<file path="src/rtl/fd_fifo_bus_sel_arbiter.sv">
`default_nettype none
// ============================================================================
// Module   : fd_fifo_bus_sel_arbiter
// Purpose  : per-FIFO round-robin grant of frame dispatchers onto fifo bus selects
// Revision : 1.0  initial release
// ============================================================================
module fd_fifo_bus_sel_arbiter #(
  parameter int PORT_NUM = 2,
  parameter int IDX_W    = 1,
  parameter int HOLD_MAX = 1024,
  parameter int CNT_W    = 11
) (
  input  logic                         clk,
  input  logic                         rst_n,
  input  logic [PORT_NUM*PORT_NUM-1:0] fd_req_i,
  input  logic [PORT_NUM-1:0]          fd_eop_i,
  input  logic [PORT_NUM-1:0]          fifo_full_i,
  output logic [PORT_NUM*PORT_NUM-1:0] fd_bus_sel_o,
  output logic [PORT_NUM-1:0]          fd_gnt_o,
  output logic [PORT_NUM-1:0]          fifo_busy_o,
  output logic [PORT_NUM-1:0]          hold_err_o
);

  typedef enum logic [0:0] {
    ST_IDLE = 1'b0,
    ST_BUSY = 1'b1
  } state_t;

  localparam logic [CNT_W-1:0] c_HOLD_LAST = CNT_W'(HOLD_MAX - 1);

  logic [PORT_NUM*PORT_NUM-1:0] w_req_clean;

  // Returns {found, index}: first set candidate at or above ptr, cyclically.
  function automatic logic [IDX_W:0] rr_pick(input logic [PORT_NUM-1:0] cand,
                                             input logic [IDX_W-1:0]    ptr);
    logic [IDX_W:0] res;
    int             idx;
    res = '0;
    for (int i = 0; i < PORT_NUM; i++) begin
      idx = (int'(ptr) + i) % PORT_NUM;
      if (!res[IDX_W] && cand[idx]) res = {1'b1, IDX_W'(idx)};
    end
    return res;
  endfunction

  function automatic logic [IDX_W-1:0] rr_next(input logic [IDX_W-1:0] idx);
    return IDX_W'((int'(idx) + 1) % PORT_NUM);
  endfunction

  for (genvar x = 0; x < PORT_NUM; x++) begin : g_fd
    logic [PORT_NUM-1:0] w_slice;
    assign w_slice = fd_req_i[x*PORT_NUM +: PORT_NUM];
    // A multi-hot request collapses to its lowest destination.
    assign w_req_clean[x*PORT_NUM +: PORT_NUM] = w_slice & (~w_slice + PORT_NUM'(1));
    assign fd_gnt_o[x] = |fd_bus_sel_o[x*PORT_NUM +: PORT_NUM];
  end

  for (genvar y = 0; y < PORT_NUM; y++) begin : g_fifo
    state_t              state_q, state_d;
    logic [IDX_W-1:0]    owner_q, owner_d;
    logic [IDX_W-1:0]    ptr_q, ptr_d;
    logic [CNT_W-1:0]    cnt_q, cnt_d;
    logic                herr_q, herr_d;
    logic [PORT_NUM-1:0] col_q, col_d;
    logic [PORT_NUM-1:0] w_cand;
    logic [IDX_W:0]      w_pick;

    for (genvar x = 0; x < PORT_NUM; x++) begin : g_col
      assign w_cand[x] = w_req_clean[x*PORT_NUM + y] & ~fd_gnt_o[x] & ~fifo_full_i[y];
      assign fd_bus_sel_o[x*PORT_NUM + y] = col_q[x];
    end

    assign w_pick = rr_pick(w_cand, ptr_q);

    always_comb begin
      state_d = state_q;
      owner_d = owner_q;
      ptr_d   = ptr_q;
      cnt_d   = cnt_q;
      herr_d  = 1'b0;
      col_d   = '0;
      case (state_q)
        ST_IDLE: begin
          if (w_pick[IDX_W]) begin
            state_d = ST_BUSY;
            owner_d = w_pick[IDX_W-1:0];
            ptr_d   = rr_next(w_pick[IDX_W-1:0]);
            cnt_d   = '0;
          end
        end
        ST_BUSY: begin
          cnt_d = cnt_q + CNT_W'(1);
          if (fd_eop_i[owner_q]) begin
            state_d = ST_IDLE;
          end else if (cnt_q == c_HOLD_LAST) begin
            state_d = ST_IDLE;
            herr_d  = 1'b1;
          end
        end
        default: state_d = ST_IDLE;
      endcase
      if (state_d == ST_BUSY) col_d[owner_d] = 1'b1;
    end

    always_ff @(posedge clk) begin
      if (!rst_n) begin
        state_q <= ST_IDLE;
        owner_q <= '0;
        ptr_q   <= '0;
        cnt_q   <= '0;
        herr_q  <= 1'b0;
        col_q   <= '0;
      end else begin
        state_q <= state_d;
        owner_q <= owner_d;
        ptr_q   <= ptr_d;
        cnt_q   <= cnt_d;
        herr_q  <= herr_d;
        col_q   <= col_d;
      end
    end

    assign fifo_busy_o[y] = (state_q == ST_BUSY);
    assign hold_err_o[y]  = herr_q;
  end

endmodule
`default_nettype wire

</file>
<file path="config.mk">
export PLATFORM = sky130hd
export DESIGN_NAME = fd_fifo_bus_sel_arbiter
export DESIGN_NICKNAME = d
export VERILOG_FILES = /design/src/rtl/fd_fifo_bus_sel_arbiter.sv
export SDC_FILE = /design/constraint.sdc
export NUM_CORES = 1
export LEC_CHECK = 0
export BUFFER_PORTS_ARGS = -buffer_cell sky130_fd_sc_hd__clkbuf_2
export CAP_MARGIN = 15
export CORE_MARGIN = 5
export CORE_UTILIZATION = 60
export CTS_CLUSTER_DIAMETER = 200
export CTS_CLUSTER_SIZE = 14
export DETAILED_ROUTE_END_ITERATION = 10
export GPL_TIMING_DRIVEN = 0
export HOLD_SLACK_MARGIN = 0.06
export PLACE_DENSITY = 0.82
export SYNTH_ARGS = -nofsm -noshare
export SYNTH_HDL_FRONTEND = slang
export SYNTH_SLANG_ARGS = --single-unit
</file>
<file path="constraint.sdc">
create_clock -name clk -period 4.6 [get_ports clk]
set_input_delay 0.69 -clock clk [delete_from_list [all_inputs] [get_ports clk]]
set_output_delay 0.69 -clock clk [all_outputs]
set_load 0.005 [all_outputs]
</file>
==> flow_summary.ini, run 1 <==
[drt]
wirelength_mm = 3.50
drc = 0
first_iter_violations = 98
wl_per_cell_um = 14.3
dr.pass1.iters = 4
route.vias.total = 1512
ant_nets = 0
vias_per_cell = 6.17

[synthesis]
async_flop_share_pct = 0
ys_warn_count = 0
yosysUniqueCellTypes = 53
synth_area_leaders = dfxtp_1, nand2_1, nand4_1
synthesis.area_um2 = 1670
ys_ff_latch = 34
synth_seq_area_share_pct = 40.9
synthFlopType = dfxtp_1
synth_nets = 200
synthCells = 188
synth_edf_count = 0
synth_top_cell_by_area = dfxtp_1
avgSynthCellArea_um2 = 8.86
synth_top_area_share_pct = 40.9
yosysMostFrequentCell = dfxtp_1
synthTopCellsByCount = dfxtp_1, nand2_1, nor2_1

[die]
pin_count = 20
die_w_um = 62.7
start_util_pct = 61.4
core_region_area_um2 = 2710
die_h_um = 62.7
rows = 19
die-area_um2 = 3930

[pwr]
power.leakage_nw = 0.708
power.density_nw_per_um2 = 298
peakVddDrop_mv = 0.231

[grt]
antenna_found_initial = 0
grt_pass1_vias = 1479
grt_max_degree = 12
grt.total_usage_pct = 19.9
grt_pass1_wl_mm = 6.33
grt_remaining_overflow = 0

[clock_network]
cts_tree = done
cts_resized = 0
root_buffer = clkbuf_4
cts.sinks = 34
cts_made_buffers = 5
h-tree-depth = 2
clk_pin_slew_ns = 0.10
clk_latency_ns = 0.35
postCtsSetupBuffers = 0
holdBufCountCts = 0
cts.path.max_buffers = 2

[place]
hpwl_mm = 2.52
dp_slack_ns = 2.58
gp_congestion = 0.878
portBuffers = 18

[sta]
finalSetupTns_ns = 0
timing.final.crit_share_pct = 38.5
fin_skew_ns = 0.00541
period_needed_ns = 1.77
max_freq_ghz = 0.564
fin_ws_ns = 2.83
grt_setup_unrepaired = no
finalSetupViolCount = 0
slew_headroom_pct = 62.1
hold_viol = 0
slew_viol_final = 0
worst_pin_slew_ns = 0.567

[finish]
final_nets = 225
layout-drive-gt1-share_pct = 23.4
multi_input_area_um2 = 887
n_fill_cell = 221
diodes = 0
register_area_um2 = 681
area_growth_syn_to_layout_pct = 11.6

[setup_path]
end_kind = flip-flop
critPathArrivalTime_ns = 2.01
r2r_cells = 5
required_ns = 4.84
critPathMaxFanout = 4
cp-start-kind = flip-flop
path_class = flip-flop to flip-flop

[hold_path]
hold_path.class = flip-flop to flip-flop
holdPathStages = 2

[job]
max_cap_viol_count = 0

[status]
status = finished, final reports clean
-- critical path, stage by stage (launching register included) --
cell and delay (ns):
dfxtp_1 0.42, ha_1 0.24, nand3_1 0.12, or3_1 0.42
o2111ai_1 0.34, a21oi_1 0.12
-- state kept, by name, indices dropped and copies added (netlist names) --
register / flops
g_fifo.col_q: 4
g_fifo.owner_q: 2
g_fifo.state_q: 2
g_fifo.herr_q: 2
g_fifo.ptr_q: 2
g_fifo.cnt_q: 22
-- kinds of logic after synthesis --
family / count (synthesis) / share of synthesized area (%)
compound gates: 34 / 14.7
xor+xnor: 5 / 2.63
fa+ha+maj: 2 / 1.50
buf+inv: 19 / 5.86
flops: 34 / 40.9
mux: 3 / 1.80
simple gates: 91 / 32.7
-- final cells by class --
cell class,instances,share of cell area (%)
clock buffer,6,2.76
buffer,11,3.64
tap,31,2.09
multi-input combinational,135,47.7
timing repair buffer,18,4.85
clock inverter,2,0.673
sequential,34,36.6
inverter,8,1.62
-- per-layer routing --
metal  global-route usage [%]  part of all wire, %  wire, um
met4                     12.5                  2.1        75
met1                     22.9                   45      1580
met5                        0                    0         0
met2                     31.9                   46      1610
met3                     5.76                  6.8       240
-- through the flow --
step / cell area, um^2 / std cells / hold slack, ns / utilization [%] / total power, W
after CTS: 1860 / 245 / 0.495 / 68.6 / 0.000556
after global routing: 1860 / 245 / 0.513 / 68.6 / 0.000587
after floorplan: 1670 / 188 / 0.444 / - / 0.000359
after detailed placement: 1790 / 237 / 0.479 / 66.2 / 0.000380
after global placement: 1790 / 237 / 0.459 / 66.2 / 0.000378
final: 1860 / 245 / 0.490 / 68.6 / 0.000554
-- placed cells by master, fill, tap and decap left out, types with 3 or more instances in the layout --
| cell | n |
|---|---|
| mux2i_1 | 3 |
| a21oi_1 | 10 |
| o21a_1 | 6 |
| o2111ai_1 | 3 |
| clkbuf_4 | 5 |
| buf_4 | 4 |
| nor2_1 | 11 |
| or2_2 | 4 |
| inv_1 | 8 |
| clkbuf_2 | 19 |
| or3_1 | 4 |
| xor2_1 | 3 |
| nor4_1 | 4 |
| dfxtp_1 | 34 |
| and3_1 | 3 |
| nand4_1 | 10 |
| nand2_1 | 17 |
| and2_1 | 3 |
| nand3_1 | 10 |
| nor3_1 | 5 |
| nor2b_1 | 3 |
| clkbuf_1 | 3 |
-- where the power goes --
part	switching, W	internal [W]
registers	0.00000870	0.000302
logic	0.0000355	0.0000273
clock network	0.000107	0.0000734
-- path summary, 6_finish.rpt --
check	start	slack [ns]	endpoint
setup reg to reg	g_fifo[1].cnt_q[0]	2.83	g_fifo[1].col_q[0]
hold / removal	g_fifo[0].ptr_q	0.49	g_fifo[0].ptr_q
setup / recovery	g_fifo[1].cnt_q[0]	2.83	g_fifo[1].col_q[0]
hold reg to reg	g_fifo[0].ptr_q	0.49	g_fifo[0].ptr_q
Note: power is estimated with default switching activity, not from simulation.
==> run 2: changes to the inputs <==
CORE_UTILIZATION = 51   (was 60)
PLACE_DENSITY = 0.74   (was 0.82)
clock period = 1.6 ns   (was 4.6 ns; I/O delays follow)
==> run 2 against run 1 <==
Fmax up 16%; combinational power grew to 3.1 times the previous value; global-route usage shrank 1.6 points.
==> flow_summary.ini, run 2 (synthesis gave the netlist of run 1 again) <==
[status]
status = finished, final reports clean

[setup_path]
critPathArrivalTime_ns = 1.76
r2r_start = g_fifo[1].col_q[1]
worstPathCellList = or4b_4, nor2_8, nor4bb_1, o21a_1
cp-start-kind = flip-flop
r2r_cells = 4
crit_buf_inv = 0
required_ns = 1.83
cp.depth = 4
path_class = flip-flop to flip-flop
cpPeakStageDelay_ns = 0.58
end_kind = flip-flop
setup.worst_path.start = g_fifo[1].col_q[1]
critPathSlowestCell = or4b_4
critPathMaxFanout = 10
cp_top_family = simple AND/OR/NAND/NOR gates
r2r_slack_ns = 0.07

[clock_network]
cts.sinks = 34
root_buffer = clkbuf_4
clk_pin_slew_ns = 0.10
cts_made_buffers = 5
h-tree-depth = 2
cts_tree = done
clk_latency_ns = 0.34
holdBufCountCts = 0
cts.path.max_buffers = 2

[pwr]
peakVddDrop_mv = 0.434
power.density_nw_per_um2 = 817
power.leakage_nw = 0.720

[drt]
route.vias.total = 1502
dr.pass1.iters = 4
wl_per_cell_um = 14.1
vias_per_cell = 5.80
drc = 0
ant_nets = 0
wirelength_mm = 3.65
first_iter_violations = 112

[place]
hpwl_mm = 2.59
dp_slack_ns = -0.179
gp_congestion = 0.961
portBuffers = 18
post-place-cells = 250

[grt]
grt_pass1_wl_mm = 6.24
grt_pass1_vias = 1413
grt_remaining_overflow = 0
antenna_found_initial = 0
grt_max_degree = 11
grt.total_usage_pct = 18.3

[sta]
slew_headroom_pct = 62.7
finalSetupViolCount = 0
worst_pin_slew_ns = 0.560
timing.final.crit_share_pct = 95.7
fin_skew_ns = 0.0163
max_freq_ghz = 0.653
grt_setup_unrepaired = no
fin_ws_ns = 0.0688
period_needed_ns = 1.53
slew_viol_final = 0
hold_viol = 0

[finish]
layout_common_cells = dfxtp_1, clkbuf_2, nand2_1
layout-drive-gt1-share_pct = 28.4
area_growth_syn_to_layout_pct = 16.5
top_regs = g_fifo.cnt_q (22), g_fifo.col_q (4)
final_nets = 226
largest_reg_flops = 22
finalNonFillerCells = 259
largest-register = g_fifo.cnt_q
mostFrequentLayoutCell = dfxtp_1
diodes = 0

[die]
core_region_area_um2 = 3100
die_w_um = 67.1
pin_count = 20
start_util_pct = 53.7
die-area_um2 = 4510
die_h_um = 67.1
rows = 20

[hold_path]
holdPathStages = 4
hold_path.class = input port to flip-flop
hold_start = fifo_full_i[0]

[job]
max_cap_viol_count = 0
-- run 2: worst paths after layout --
kind,endpoint
worst min register to register,g_fifo[0].cnt_q[7]
worst max-delay path,g_fifo[1].cnt_q[7]
worst max register to register,g_fifo[1].cnt_q[7]
worst min-delay path,g_fifo[0].ptr_q
-- run 2: report_power, final --
part | total (W) | switching, W | internal [W]
Combinational | 0.000192 | 0.000107 | 0.0000848
Clock | 0.000497 | 0.000284 | 0.000213
Sequential | 0.000896 | 0.0000264 | 0.000870
Total | 0.00159 | 0.000418 | 0.00117
-- run 2: area by class of cell --
type	instances	area (um^2)
clock buffer	7	55.1
tap	44	55.1
timing repair buffer	19	97.6
multi-input combinational	135	940
buffer	11	70.1
inverter	8	30.0
fill	290	1160
sequential	34	688
clock inverter	1	5.00
-- run 2: timing repair --
action                     CTS  global route
gates resized for setup      8             8
pin swaps                    2             1
setup endpoints to repair    6             9
setup buffers                0             1
-- run 2: through the flow --
step	utilization [%]	power [W]	instance area, um^2	TNS (ns)	hold slack (ns)
after floorplan	-	0.00103	1670	0	0.444
after global placement	58.3	0.00109	1810	-0.383	0.453
after detailed placement	58.3	0.00109	1810	-0.546	0.492
after CTS	61.4	0.00159	1910	0	0.235
after global routing	62.5	0.00166	1940	0	0.235
final	62.5	0.00159	1940	0	0.229
-- run 2: per-layer routing --
layer,wire (um),share of wire [%],vias up,GRT usage (%)
met1,1650,45,709,22.3
li1,-,-,737,-
met2,1690,46,46,29.6
met3,217,5.9,10,4.33
met5,0,0,-,0
met4,91,2.5,0,9.87
-- run 2: worst reg2reg max path: cells and delay by family (launching register included) --
family           cells  cell delay, ns
AO/OA/AOI/OAI        1            0.18
AND/OR/NAND/NOR      3            0.87
flip-flops           1            0.37
==> run 3: changes to the inputs <==
BUFFER_PORTS_ARGS = unset   (was -buffer_cell sky130_fd_sc_hd__clkbuf_2)
CORE_UTILIZATION = 55   (was 51)
DONT_BUFFER_PORTS = 1   (was unset)
PLACE_DENSITY = 0.73   (was 0.74)
==> run 3 against run 2 <==
Sequential power is essentially flat; critical endpoint is now g_fifo[1].col_q[1]; global-route usage decreased by 0.43 points; die area decreased by 6.2%.
==> flow_summary.ini, run 3 (synthesis gave the netlist of run 1 again) <==
[status]
status = finished, final reports clean

[pwr]
power_w = 0.00168
peakVddDrop_mv = 0.494
power.density_nw_per_um2 = 902
power.leakage_nw = 0.648

[drt]
drc = 0
route.vias.total = 1408
vias_per_cell = 6.12
wirelength_mm = 3.42
wl_per_cell_um = 14.9
ant_nets = 0
dr.pass1.iters = 4
first_iter_violations = 82

[setup_path]
r2r_end = g_fifo[1].col_q[1]
required_ns = 1.89
setup.worst_path.start = g_fifo[1].col_q[1]
critPathMaxFanout = 10
cp-start-kind = flip-flop
r2r_start = g_fifo[1].col_q[1]
end_kind = flip-flop
crit_end = g_fifo[1].col_q[1]
r2r_slack_ns = 0.06
r2r_cells = 4
critPathArrivalTime_ns = 1.83
path_class = flip-flop to flip-flop

[sta]
grt_setup_unrepaired = yes
finalSetupViolCount = 0
fin_skew_ns = 0.0146
hold_viol = 0
period_needed_ns = 1.54
worst_pin_slew_ns = 0.537
timing.final.crit_share_pct = 96.2
slew_viol_final = 0
max_freq_ghz = 0.650
slew_headroom_pct = 64.2

[grt]
grt.total_usage_pct = 17.8
grt_max_degree = 11
grt_pass1_vias = 1389
grt_remaining_overflow = 0
grt_pass1_wl_mm = 5.91
antenna_found_initial = 0

[finish]
diodes = 0
layout-drive-gt1-share_pct = 20.8
stdcell_area_um2 = 1870
layout_common_cells = dfxtp_1, nand2_1
mostFrequentLayoutCell = dfxtp_1
largest-register = g_fifo.cnt_q
top_regs = g_fifo.cnt_q (22), g_fifo.col_q (4)
final_nets = 208
largest_reg_flops = 22
area_growth_syn_to_layout_pct = 12.1

[clock_network]
holdBufCountCts = 0
cts.path.max_buffers = 2
cts_made_buffers = 5
clk_pin_slew_ns = 0.10
clk_latency_ns = 0.34
cts_tree = done
root_buffer = clkbuf_4
h-tree-depth = 2
cts.sinks = 34

[place]
hpwl_mm = 2.46
post_dp_cell_area_um2 = 1710
gp_congestion = 0.877
portBuffers = 0

[die]
die_w_um = 65.0
pin_count = 20
core_region_area_um2 = 2980
die_h_um = 65.0
die-area_um2 = 4230
rows = 20
start_util_pct = 55.9

[job]
max_cap_viol_count = 0

[hold_path]
hold_path.class = input port to flip-flop
[run 3: worst min-delay path by stage]
stage / start / end / slack (ns) / cells past startpoint
after floorplan: g_fifo[0].ptr_q / g_fifo[0].ptr_q / 0.44 / 2
after global placement: g_fifo[0].ptr_q / g_fifo[0].ptr_q / 0.46 / 2
after detailed placement: g_fifo[0].ptr_q / g_fifo[0].ptr_q / 0.46 / 2
after CTS: fd_eop_i[0] / g_fifo[0].herr_q / 0.14 / 3
after global routing: fifo_full_i[0] / g_fifo[0].ptr_q / 0.11 / 3
final: fifo_full_i[0] / g_fifo[0].ptr_q / 0.11 / 3
[run 3: report_power, final]
| part | internal (W) | total, W | leakage (nW) | switching, W |
|---|---|---|---|---|
| logic | 0.0000730 | 0.000172 | 0.331 | 0.0000989 |
| registers | 0.000868 | 0.000898 | 0.277 | 0.0000305 |
| clock network | 0.000331 | 0.000613 | 0.0395 | 0.000282 |
| total | 0.00127 | 0.00168 | 0.648 | 0.000412 |
[run 3: final cells by class]
cell class,instances,area [um^2]
clock buffers,7,45.0
flip-flops and latches,34,689
well taps,33,41.3
plain buffers,11,72.6
repair buffers,1,7.51
multi-input cells,135,951
clock inverters,1,30.0
fillers,270,1110
inverters,8,30.0
[run 3: layer usage]
metal	routed length [um]	share of wire (%)	global-route usage, %
met1	1480	43	20.0
met5	0	0	0
met2	1740	51	30.3
met3	131	3.8	4.33
met4	67	2.0	10.9
[run 3: what timing repair did]
item | in CTS | in global routing
gates resized for setup | 6 | 13
endpoints found under the setup margin | 7 | 9
pin swaps | 1 | 2
buffers inserted | 0 | 1
hold endpoints to repair | 0 | 0
[run 3: through the flow]
stage | setup slack, ns | util [%] | std cells | TNS, ns | hold WS (ns)
after floorplan | 0.0406 | - | 188 | 0 | 0.444
after global placement | -0.108 | 57.3 | 221 | -0.293 | 0.458
after detailed placement | -0.160 | 57.3 | 221 | -0.509 | 0.463
after CTS | -0.000158 | 60.5 | 229 | -0.000158 | 0.138
after global routing | -0.00725 | 62.7 | 230 | -0.00725 | 0.112
final | 0.0609 | 62.7 | 230 | 0 | 0.113
[run 3: worst max-delay path, stage by stage (launching register included)]
cell and delay (ns):
dfxtp_1 0.38, or4b_4 0.59, nor2_8 0.19, o2bb2ai_2 0.15
a21boi_2 0.17
